===== config.mk =====
export PLATFORM = sky130hd
export DESIGN_NAME = alu_issue_stage
export DESIGN_NICKNAME = d
export VERILOG_FILES = /design/src/rtl/alu_pkg.sv /design/src/rtl/imm_gen.sv /design/src/rtl/alu_issue_stage.sv
export SDC_FILE = /design/constraint.sdc
export NUM_CORES = 1
export LEC_CHECK = 0
export ABC_AREA = 1
export BUFFER_PORTS_ARGS = -buffer_cell sky130_fd_sc_hd__buf_2
export CELL_PAD_IN_SITES_DETAIL_PLACEMENT = 0
export CELL_PAD_IN_SITES_GLOBAL_PLACEMENT = 1
export CORE_MARGIN = 2
export CORE_UTILIZATION = 32
export CTS_BUF_LIST = sky130_fd_sc_hd__clkbuf_4 sky130_fd_sc_hd__clkbuf_8
export CTS_CLUSTER_SIZE = 12
export DETAILED_ROUTE_END_ITERATION = 8
export GPL_ROUTABILITY_DRIVEN = 1
export GPL_TIMING_DRIVEN = 0
export PLACE_DENSITY_LB_ADDON = 0.1
export REMOVE_ABC_BUFFERS = 1
export SYNTH_ARGS = -nofsm -noshare
export SYNTH_HDL_FRONTEND = slang
export SYNTH_SLANG_ARGS = --single-unit

===== constraint.sdc =====
create_clock -name clk -period 1.9 [get_ports clk]
set_input_delay 0.285 -clock clk [delete_from_list [all_inputs] [get_ports clk]]
set_output_delay 0.285 -clock clk [all_outputs]
set_load 0.05 [all_outputs]

===== src/rtl/alu_pkg.sv =====
// Shared ALU select codes, RV32I opcodes and funct3 encodings used by the
// decode/issue path.
package alu_pkg;

    localparam logic [3:0] ALU_ADD  = 4'd0;
    localparam logic [3:0] ALU_SUB  = 4'd1;
    localparam logic [3:0] ALU_SLL  = 4'd2;
    localparam logic [3:0] ALU_SLT  = 4'd3;
    localparam logic [3:0] ALU_SLTU = 4'd4;
    localparam logic [3:0] ALU_XOR  = 4'd5;
    localparam logic [3:0] ALU_SRL  = 4'd6;
    localparam logic [3:0] ALU_SRA  = 4'd7;
    localparam logic [3:0] ALU_OR   = 4'd8;
    localparam logic [3:0] ALU_AND  = 4'd9;
    localparam logic [3:0] ALU_B    = 4'd10;
    localparam logic [3:0] ALU_MUL  = 4'd11;

    localparam logic [6:0] OPC_OP     = 7'b0110011;
    localparam logic [6:0] OPC_OP_IMM = 7'b0010011;
    localparam logic [6:0] OPC_LOAD   = 7'b0000011;
    localparam logic [6:0] OPC_STORE  = 7'b0100011;
    localparam logic [6:0] OPC_BRANCH = 7'b1100011;
    localparam logic [6:0] OPC_LUI    = 7'b0110111;
    localparam logic [6:0] OPC_AUIPC  = 7'b0010111;
    localparam logic [6:0] OPC_JAL    = 7'b1101111;
    localparam logic [6:0] OPC_JALR   = 7'b1100111;

    // OP / OP-IMM funct3
    localparam logic [2:0] F3_ADD  = 3'b000;
    localparam logic [2:0] F3_SLL  = 3'b001;
    localparam logic [2:0] F3_SLT  = 3'b010;
    localparam logic [2:0] F3_SLTU = 3'b011;
    localparam logic [2:0] F3_XOR  = 3'b100;
    localparam logic [2:0] F3_SR   = 3'b101;
    localparam logic [2:0] F3_OR   = 3'b110;
    localparam logic [2:0] F3_AND  = 3'b111;

    // BRANCH funct3
    localparam logic [2:0] F3_BEQ  = 3'b000;
    localparam logic [2:0] F3_BNE  = 3'b001;
    localparam logic [2:0] F3_BLT  = 3'b100;
    localparam logic [2:0] F3_BGE  = 3'b101;
    localparam logic [2:0] F3_BLTU = 3'b110;
    localparam logic [2:0] F3_BGEU = 3'b111;

    localparam logic [6:0] F7_BASE = 7'b0000000;
    localparam logic [6:0] F7_ALT  = 7'b0100000;
    localparam logic [6:0] F7_MUL  = 7'b0000001;

endpackage


===== src/rtl/imm_gen.sv =====
// Combinational I/S/U immediate generator, sign-extended to WIDTH (WIDTH >= 32).
module imm_gen #(
    parameter int WIDTH = 32
) (
    input  logic [31:7]      instr,
    output logic [WIDTH-1:0] imm_i,
    output logic [WIDTH-1:0] imm_s,
    output logic [WIDTH-1:0] imm_u
);

    always_comb begin
        imm_i = WIDTH'($signed(instr[31:20]));
        imm_s = WIDTH'($signed({instr[31:25], instr[11:7]}));
        imm_u = WIDTH'($signed({instr[31:12], 12'b0}));
    end

endmodule


===== src/rtl/alu_issue_stage.sv =====
// Registered decode-to-execute stage driving ALU select/operands and branch
// qualifiers. Optional RV32M MUL decode enabled by macro ALU_ISSUE_MUL_EN.
module alu_issue_stage
    import alu_pkg::*;
#(
    parameter int WIDTH   = 32,
    parameter int ALU_SEL = 4
) (
    input  logic               clk,
    input  logic               reset,
    input  logic               in_valid,
    input  logic [31:0]        instr,
    input  logic [WIDTH-1:0]   pc,
    input  logic [WIDTH-1:0]   rs1_data,
    input  logic [WIDTH-1:0]   rs2_data,
    input  logic               stall,
    input  logic               flush,
    output logic [ALU_SEL-1:0] alu_sel,
    output logic [WIDTH-1:0]   bus_a,
    output logic [WIDTH-1:0]   bus_b,
    output logic               out_valid,
    output logic               is_branch,
    output logic               branch_neg,
    output logic               illegal
);

    logic [WIDTH-1:0]   imm_i, imm_s, imm_u;
    logic [ALU_SEL-1:0] dec_sel;
    logic [WIDTH-1:0]   dec_a, dec_b;
    logic               dec_br, dec_neg, dec_ill;
    logic [6:0]         opcode, funct7;
    logic [2:0]         funct3;

    assign opcode = instr[6:0];
    assign funct3 = instr[14:12];
    assign funct7 = instr[31:25];

    imm_gen #(.WIDTH(WIDTH)) u_imm_gen (
        .instr (instr[31:7]),
        .imm_i (imm_i),
        .imm_s (imm_s),
        .imm_u (imm_u)
    );

    always_comb begin
        dec_sel = ALU_SEL'(ALU_ADD);
        dec_a   = '0;
        dec_b   = '0;
        dec_br  = 1'b0;
        dec_neg = 1'b0;
        dec_ill = 1'b0;
        case (opcode)
            OPC_OP: begin
                dec_a = rs1_data;
                dec_b = rs2_data;
                if (funct7 == F7_BASE) begin
                    case (funct3)
                        F3_ADD:  dec_sel = ALU_SEL'(ALU_ADD);
                        F3_SLL:  dec_sel = ALU_SEL'(ALU_SLL);
                        F3_SLT:  dec_sel = ALU_SEL'(ALU_SLT);
                        F3_SLTU: dec_sel = ALU_SEL'(ALU_SLTU);
                        F3_XOR:  dec_sel = ALU_SEL'(ALU_XOR);
                        F3_SR:   dec_sel = ALU_SEL'(ALU_SRL);
                        F3_OR:   dec_sel = ALU_SEL'(ALU_OR);
                        default: dec_sel = ALU_SEL'(ALU_AND);
                    endcase
                end else if (funct7 == F7_ALT && funct3 == F3_ADD) begin
                    dec_sel = ALU_SEL'(ALU_SUB);
                end else if (funct7 == F7_ALT && funct3 == F3_SR) begin
                    dec_sel = ALU_SEL'(ALU_SRA);
`ifdef ALU_ISSUE_MUL_EN
                end else if (funct7 == F7_MUL && funct3 == F3_ADD) begin
                    dec_sel = ALU_SEL'(ALU_MUL);
`endif
                end else begin
                    dec_ill = 1'b1;
                end
            end
            OPC_OP_IMM: begin
                dec_a = rs1_data;
                dec_b = imm_i;
                case (funct3)
                    F3_ADD:  dec_sel = ALU_SEL'(ALU_ADD);
                    F3_SLT:  dec_sel = ALU_SEL'(ALU_SLT);
                    F3_SLTU: dec_sel = ALU_SEL'(ALU_SLTU);
                    F3_XOR:  dec_sel = ALU_SEL'(ALU_XOR);
                    F3_OR:   dec_sel = ALU_SEL'(ALU_OR);
                    F3_AND:  dec_sel = ALU_SEL'(ALU_AND);
                    F3_SLL: begin
                        dec_b   = WIDTH'(instr[24:20]);
                        dec_sel = ALU_SEL'(ALU_SLL);
                        dec_ill = (funct7 != F7_BASE);
                    end
                    default: begin
                        dec_b = WIDTH'(instr[24:20]);
                        if (funct7 == F7_BASE)     dec_sel = ALU_SEL'(ALU_SRL);
                        else if (funct7 == F7_ALT) dec_sel = ALU_SEL'(ALU_SRA);
                        else                       dec_ill = 1'b1;
                    end
                endcase
            end
            OPC_LOAD: begin
                dec_a = rs1_data;
                dec_b = imm_i;
            end
            OPC_STORE: begin
                dec_a = rs1_data;
                dec_b = imm_s;
            end
            OPC_BRANCH: begin
                dec_a  = rs1_data;
                dec_b  = rs2_data;
                dec_br = 1'b1;
                case (funct3)
                    F3_BEQ:  begin dec_sel = ALU_SEL'(ALU_SUB);  dec_neg = 1'b1; end
                    F3_BNE:        dec_sel = ALU_SEL'(ALU_SUB);
                    F3_BLT:  begin dec_sel = ALU_SEL'(ALU_SLT);  dec_neg = 1'b1; end
                    F3_BGE:        dec_sel = ALU_SEL'(ALU_SLT);
                    F3_BLTU: begin dec_sel = ALU_SEL'(ALU_SLTU); dec_neg = 1'b1; end
                    F3_BGEU:       dec_sel = ALU_SEL'(ALU_SLTU);
                    default:       dec_ill = 1'b1;
                endcase
            end
            OPC_LUI: begin
                dec_sel = ALU_SEL'(ALU_B);
                dec_b   = imm_u;
            end
            OPC_AUIPC: begin
                dec_a = pc;
                dec_b = imm_u;
            end
            OPC_JAL, OPC_JALR: begin
                dec_a = pc;
                dec_b = WIDTH'(4);
            end
            default: dec_ill = 1'b1;
        endcase
        // Illegal encodings present a neutral ADD 0+0 so EX never acts on garbage.
        if (dec_ill) begin
            dec_sel = ALU_SEL'(ALU_ADD);
            dec_a   = '0;
            dec_b   = '0;
            dec_br  = 1'b0;
            dec_neg = 1'b0;
        end
    end

    always_ff @(posedge clk) begin
        if (reset) begin
            alu_sel    <= ALU_SEL'(ALU_ADD);
            bus_a      <= '0;
            bus_b      <= '0;
            out_valid  <= 1'b0;
            is_branch  <= 1'b0;
            branch_neg <= 1'b0;
            illegal    <= 1'b0;
        end else if (flush) begin
            out_valid  <= 1'b0;
            is_branch  <= 1'b0;
            branch_neg <= 1'b0;
            illegal    <= 1'b0;
        end else if (!stall) begin
            if (in_valid) begin
                alu_sel    <= dec_sel;
                bus_a      <= dec_a;
                bus_b      <= dec_b;
                out_valid  <= 1'b1;
                is_branch  <= dec_br;
                branch_neg <= dec_neg;
                illegal    <= dec_ill;
            end else begin
                out_valid  <= 1'b0;
            end
        end
    end

endmodule

== Yosys cells after proc, flatten, opt, wreduce, memory -nomap -nowiden ==
Index checks and enable logic that the tools add are counted.

* Word-level logic and storage cells: 75
* Register bits: 72
* Bits of input ports: 133
* Output and inout bits: 72

* Bitwise logic cells: 2
* Equality and inequality tests: 17
* Multiplexer cells: 29
* Reductions and logical operators: 20

{| class="wikitable"
|+ Operators by type and width
! operator !! count
|-
| $pmux 32 s6 || 1
|-
| $mux 32 || 3
|-
| $pmux 32 s2 || 1
|-
| $pmux 4 s7 || 2
|-
| $eq 7x6->1 const B || 4
|-
| $eq 7x7->1 const B || 3
|-
| $reduce_or 6->1 || 3
|-
| $pmux 4 s4 || 1
|-
| $eq 7x5->1 const B || 2
|-
| $reduce_or 2->1 || 7
|-
| $eq 3x3->1 const B || 4
|-
| $mux 1 || 12
|-
| $mux 3 || 4
|-
| $pmux 3 s3 || 1
|-
| $mux 4 || 2
|-
| $eq 7x2->1 const B || 1
|-
| $logic_not 7->1 || 1
|-
| $reduce_bool 7->1 || 1
|-
| $eq 3x2->1 const B || 2
|-
| $reduce_or 3->1 || 2
|-
| $reduce_or 5->1 || 1
|-
| $pmux 1 s4 || 1
|-
| $eq 3x1->1 const B || 1
|-
| $logic_not 3->1 || 1
|-
| other kinds (5) || 7
|}

== Longest topological paths before layout ==
* Word-level depth: 7
* Gate-level depth with buffers: 12
* Mapped depth without buffers: 10

== By module ==
A second synthesis with hierarchy kept.

* Cell total of the unflattened synthesis: 896
* Area, all modules: 5539.1 um^2

{| class="wikitable"
|+ By module, submodules not included
! module !! area each (um^2) !! sequential area each (um^2) !! times used !! cells each
|-
| alu_issue_stage || 4814.6 || 1441.4 || 1 || 799
|-
| imm_gen || 724.4 || 0.0 || 1 || 97
|}

== Worst setup path after synthesis ==
No wires, ideal clock.

* Path type: input to register
* Start point: input instr[2]
* End point: register bus_a[23]
* Setup time: 67 ps
* Data arrival time: 1393 ps
* Required time: 1833 ps
* Path slack: 441 ps
* Stages on the path: 11
* Buffers on the path: 2
* Cells stage by stage: inv_1 nand2_1 nor2_2 o21ai_2 a21oi_1 nand2_1 nor2_4 buf_6 buf_8 nand2_2 a21oi_2

* Longest elaborated chain between the ends: 4
* Elaborated cells between the ends (all ways): 15
* Classes of those cells: eq/ne: 9; mux: 3; reduce/logical: 3

{| class="wikitable"
|+ Ends and longest elaborated chain
! item !! RTL line !! RTL
|-
| start: declaration || alu_issue_stage.sv:12 || <nowiki>input logic [31:0] instr,</nowiki>
|-
| $eq 7x7->1, or another cell as far along || alu_issue_stage.sv:52 || <nowiki>case (opcode)</nowiki>
|-
| $reduce_or 6->1 (no line), or another cell as far along || -- ||
|-
| $pmux 1 s4 / $pmux 32 s2 (equally long branches) || alu_issue_stage.sv:52 ||
|-
| $mux 32 * || alu_issue_stage.sv:139 || <nowiki>if (dec_ill) begin</nowiki>
|-
| end signal: assignment || alu_issue_stage.sv:151 || <nowiki>bus_a <= '0;</nowiki>
|-
| end signal: assignment || alu_issue_stage.sv:165 || <nowiki>bus_a <= dec_a;</nowiki>
|-
| end: declaration || alu_issue_stage.sv:19 || <nowiki>output logic [WIDTH-1:0] bus_a,</nowiki>
|}

Every way passes the cells marked *; elsewhere a longest branch is shown, timed or not.
A chain may end at the register's enable or synchronous reset.

==> metrics.txt <==
vias in the first global route=4452; RD Place Congestion=0.827; synthesized flop and latch total=72; met2 Use GR=32.2%; Root Buffer=clkbuf_8; FF-to-FF Start=bus_a[13]; Die X=121 microns; number of I/O port buffers=204; Syn Inst Count=678; CP startpoint=reset; Row Count=42; Reg2Reg Capture Point=bus_a[13]; DR vias/cell=4.79; share of cells above drive strength 1=35.9%; number of buffers created by CTS=9; mapped cell area=between 4000 and 5000 sq um; # hold bufs at CTS=0; H-tree levels=3; cell count after placement=1016; clk_lat worst skew=0.35 ns; Leak=2.86 nW; most common cell after layout, fill and taps aside=buf_2; Total Power=0.00341 W; Post-Place Worst Slack=-1.36 ns; first-pass GRT wire length=22.4 mm; Area Overhead vs Synth=32.7%; Max-Slew Margin vs Limit=41.4%; endpoints failing setup=0; GRT busiest layer=met2; status=complete, no violations; largest cells by area after synthesis=dfxtp_1, nand2_1, nand3_1; CP max FO=38; CTS tree=done; fin crit share=approximately nine tenths; Net count, final=995; CP endpoint kind=flip-flop; worst vdd ir=351 uV; crit start category=input pin; maximum number of pins on one net before global-route repair=40; drc violations=0; met1 usage=24.7%; aggregate global routing overflow=0; required time of the critical path=2.15 ns; RSZ-0062 raised after global routing=no; Yosys top cell area share=33.1%; Post-Layout Cell Count=1044; Worst R2R Path Depth=2; critical path's largest stage delay=0.65 ns; min Tclk post-route=1.69 ns; WL/cell=13.9 microns; dpl hpwl=9.94 mm; Core Util, Final=43.6%; Worst Tran Pin Value=just under 0.9 ns; die area=14500 sq um; MaxCap Viol Count=0; final setup TNS=0 ns; max-slew violations=0; DRT iter0 DRCs=about 230; Cell variety after synth=25; Worst Hold Class=input pin to flip-flop; final WL=14.5 mm; critical path capture point=bus_a[13]; drt pass-1 iters=5; Bufs on Longest Clock Path=2; total track usage=about a fifth; sequential element share of the synthesized area=33.1%; critical path type=input pin to flip-flop; slack of the critical path=around 0.21 ns; Initial Utilization=between 30% and 40%; clk_skew=0 ns; FMAX=around 590 MHz; Post-DRT Antenna Nets=0; initial antenna violation count=1; core area=about 13000 sq um; Syn Area/Cell=6.42 sq um; Die Y=around 120 microns; clock sink total=72; largest area contributor in the netlist=dfxtp_1; clk slew on worst S/H paths=about 0.07 ns; grt met3 use=5.24%; Ports=205; yosys warns=0; Worst EP arrival=1.93 ns; Critical Path Slowest Stage Cell=inv_1; most frequent cells in the layout=buf_2, nand2_1, nand3_1; FF-to-FF setup slack=about 1.2 ns; vias=5004; pwr/cell area=590 nW/um^2; CP Cell Sequence=buf_2, inv_1, o21ai_0, a21oi_2; final hold viol count=0
critical path: cells and delay by family:
kind | cells | cell delay [ns]
buffers and inverters | 2 | 1.27
AOI/OAI and AO/OA | 2 | 0.35
final cells by class:
cell class / instances / area, sq um
repair buffers: 218 / 1200
clock inverters: 5 / 56.3
fillers: 1478 / 7470
multi-input cells: 502 / 2490
clock buffers: 11 / 145
inverters: 59 / 226
well taps: 176 / 220
diodes: 1 / 2.50
flip-flops and latches: 72 / 1440
state kept, by name (all words and copies together), names as in the netlist:
name and cells:
alu_sel 4, illegal 1, out_valid 1, bus_a 32, bus_b 32, is_branch 1
branch_neg 1
logic make-up (layout without fill, tap and decap cells):
| group | count (synthesis) | count (layout) | synth area share [%] |
|---|---|---|---|
| AO/OA/AOI/OAI | 164 | 164 | 21.6 |
| buffers and inverters | 106 | 293 | 11.2 |
| flip-flops | 72 | 72 | 33.1 |
| other | 0 | 1 | 0 |
| AND/OR/NAND/NOR | 336 | 338 | 34.1 |
cells in the mapped netlist:
cell type / count
nand2_1: 193
nand3_1: 80
dfxtp_1: 72
o21ai_0: 66
a21oi_1: 65
inv_1: 54
a21oi_2: 29
nand2_2: 27
buf_2: 20
clkbuf_1: 20
nor2_1: 17
nand4_1: 10
inv_2: 4
nor2_2: 4
buf_6: 3
nor3_1: 3
a21boi_0: 2
buf_12: 2
buf_1: 1
buf_8: 1
clkinv_1: 1
nand2_4: 1
nor2_4: 1
o21ai_1: 1
o21ai_2: 1
layer usage:
layer,vias up,wire length (microns)
met3,13,833
li1,2588,-
met4,0,157
met5,-,0
met1,2255,6570
met2,148,6980
power by group:
| group | internal (W) | switching, W | total (W) |
|---|---|---|---|
| sequential | 0.00154 | 0.0000136 | 0.00156 |
| clock | 0.000655 | 0.000603 | 0.00126 |
| combinational | 0.000200 | 0.000392 | 0.000593 |
metrics by stage:
step                      cell area, sq um  hold slack (ns)
after floorplan                       4080            0.354
after global placement                5330            0.449
after detailed placement              5440            0.452
after CTS                             5720            0.170
after global routing                  5780            0.174
final                                 5780            0.192
what timing repair did:
| item | CTS | global route |
|---|---|---|
| resized for setup | 9 | 3 |
| cloned | 1 | 1 |
| pin swaps | 2 | 2 |
| endpoints found under the setup margin | 70 | 70 |
| buffers inserted | 4 | 5 |
worst min path at each step:
| stage | from | to | slack [ns] | depth (start not counted) |
|---|---|---|---|---|
| after floorplan | reset | alu_sel[0] | 0.35 | 1 |
| after global placement | out_valid | out_valid | 0.45 | 2 |
| after detailed placement | alu_sel[0] | alu_sel[0] | 0.45 | 2 |
| after CTS | stall | out_valid | 0.17 | 3 |
| after global routing | stall | out_valid | 0.17 | 3 |
| final | stall | out_valid | 0.19 | 3 |
(Power assumes the default switching activity.)
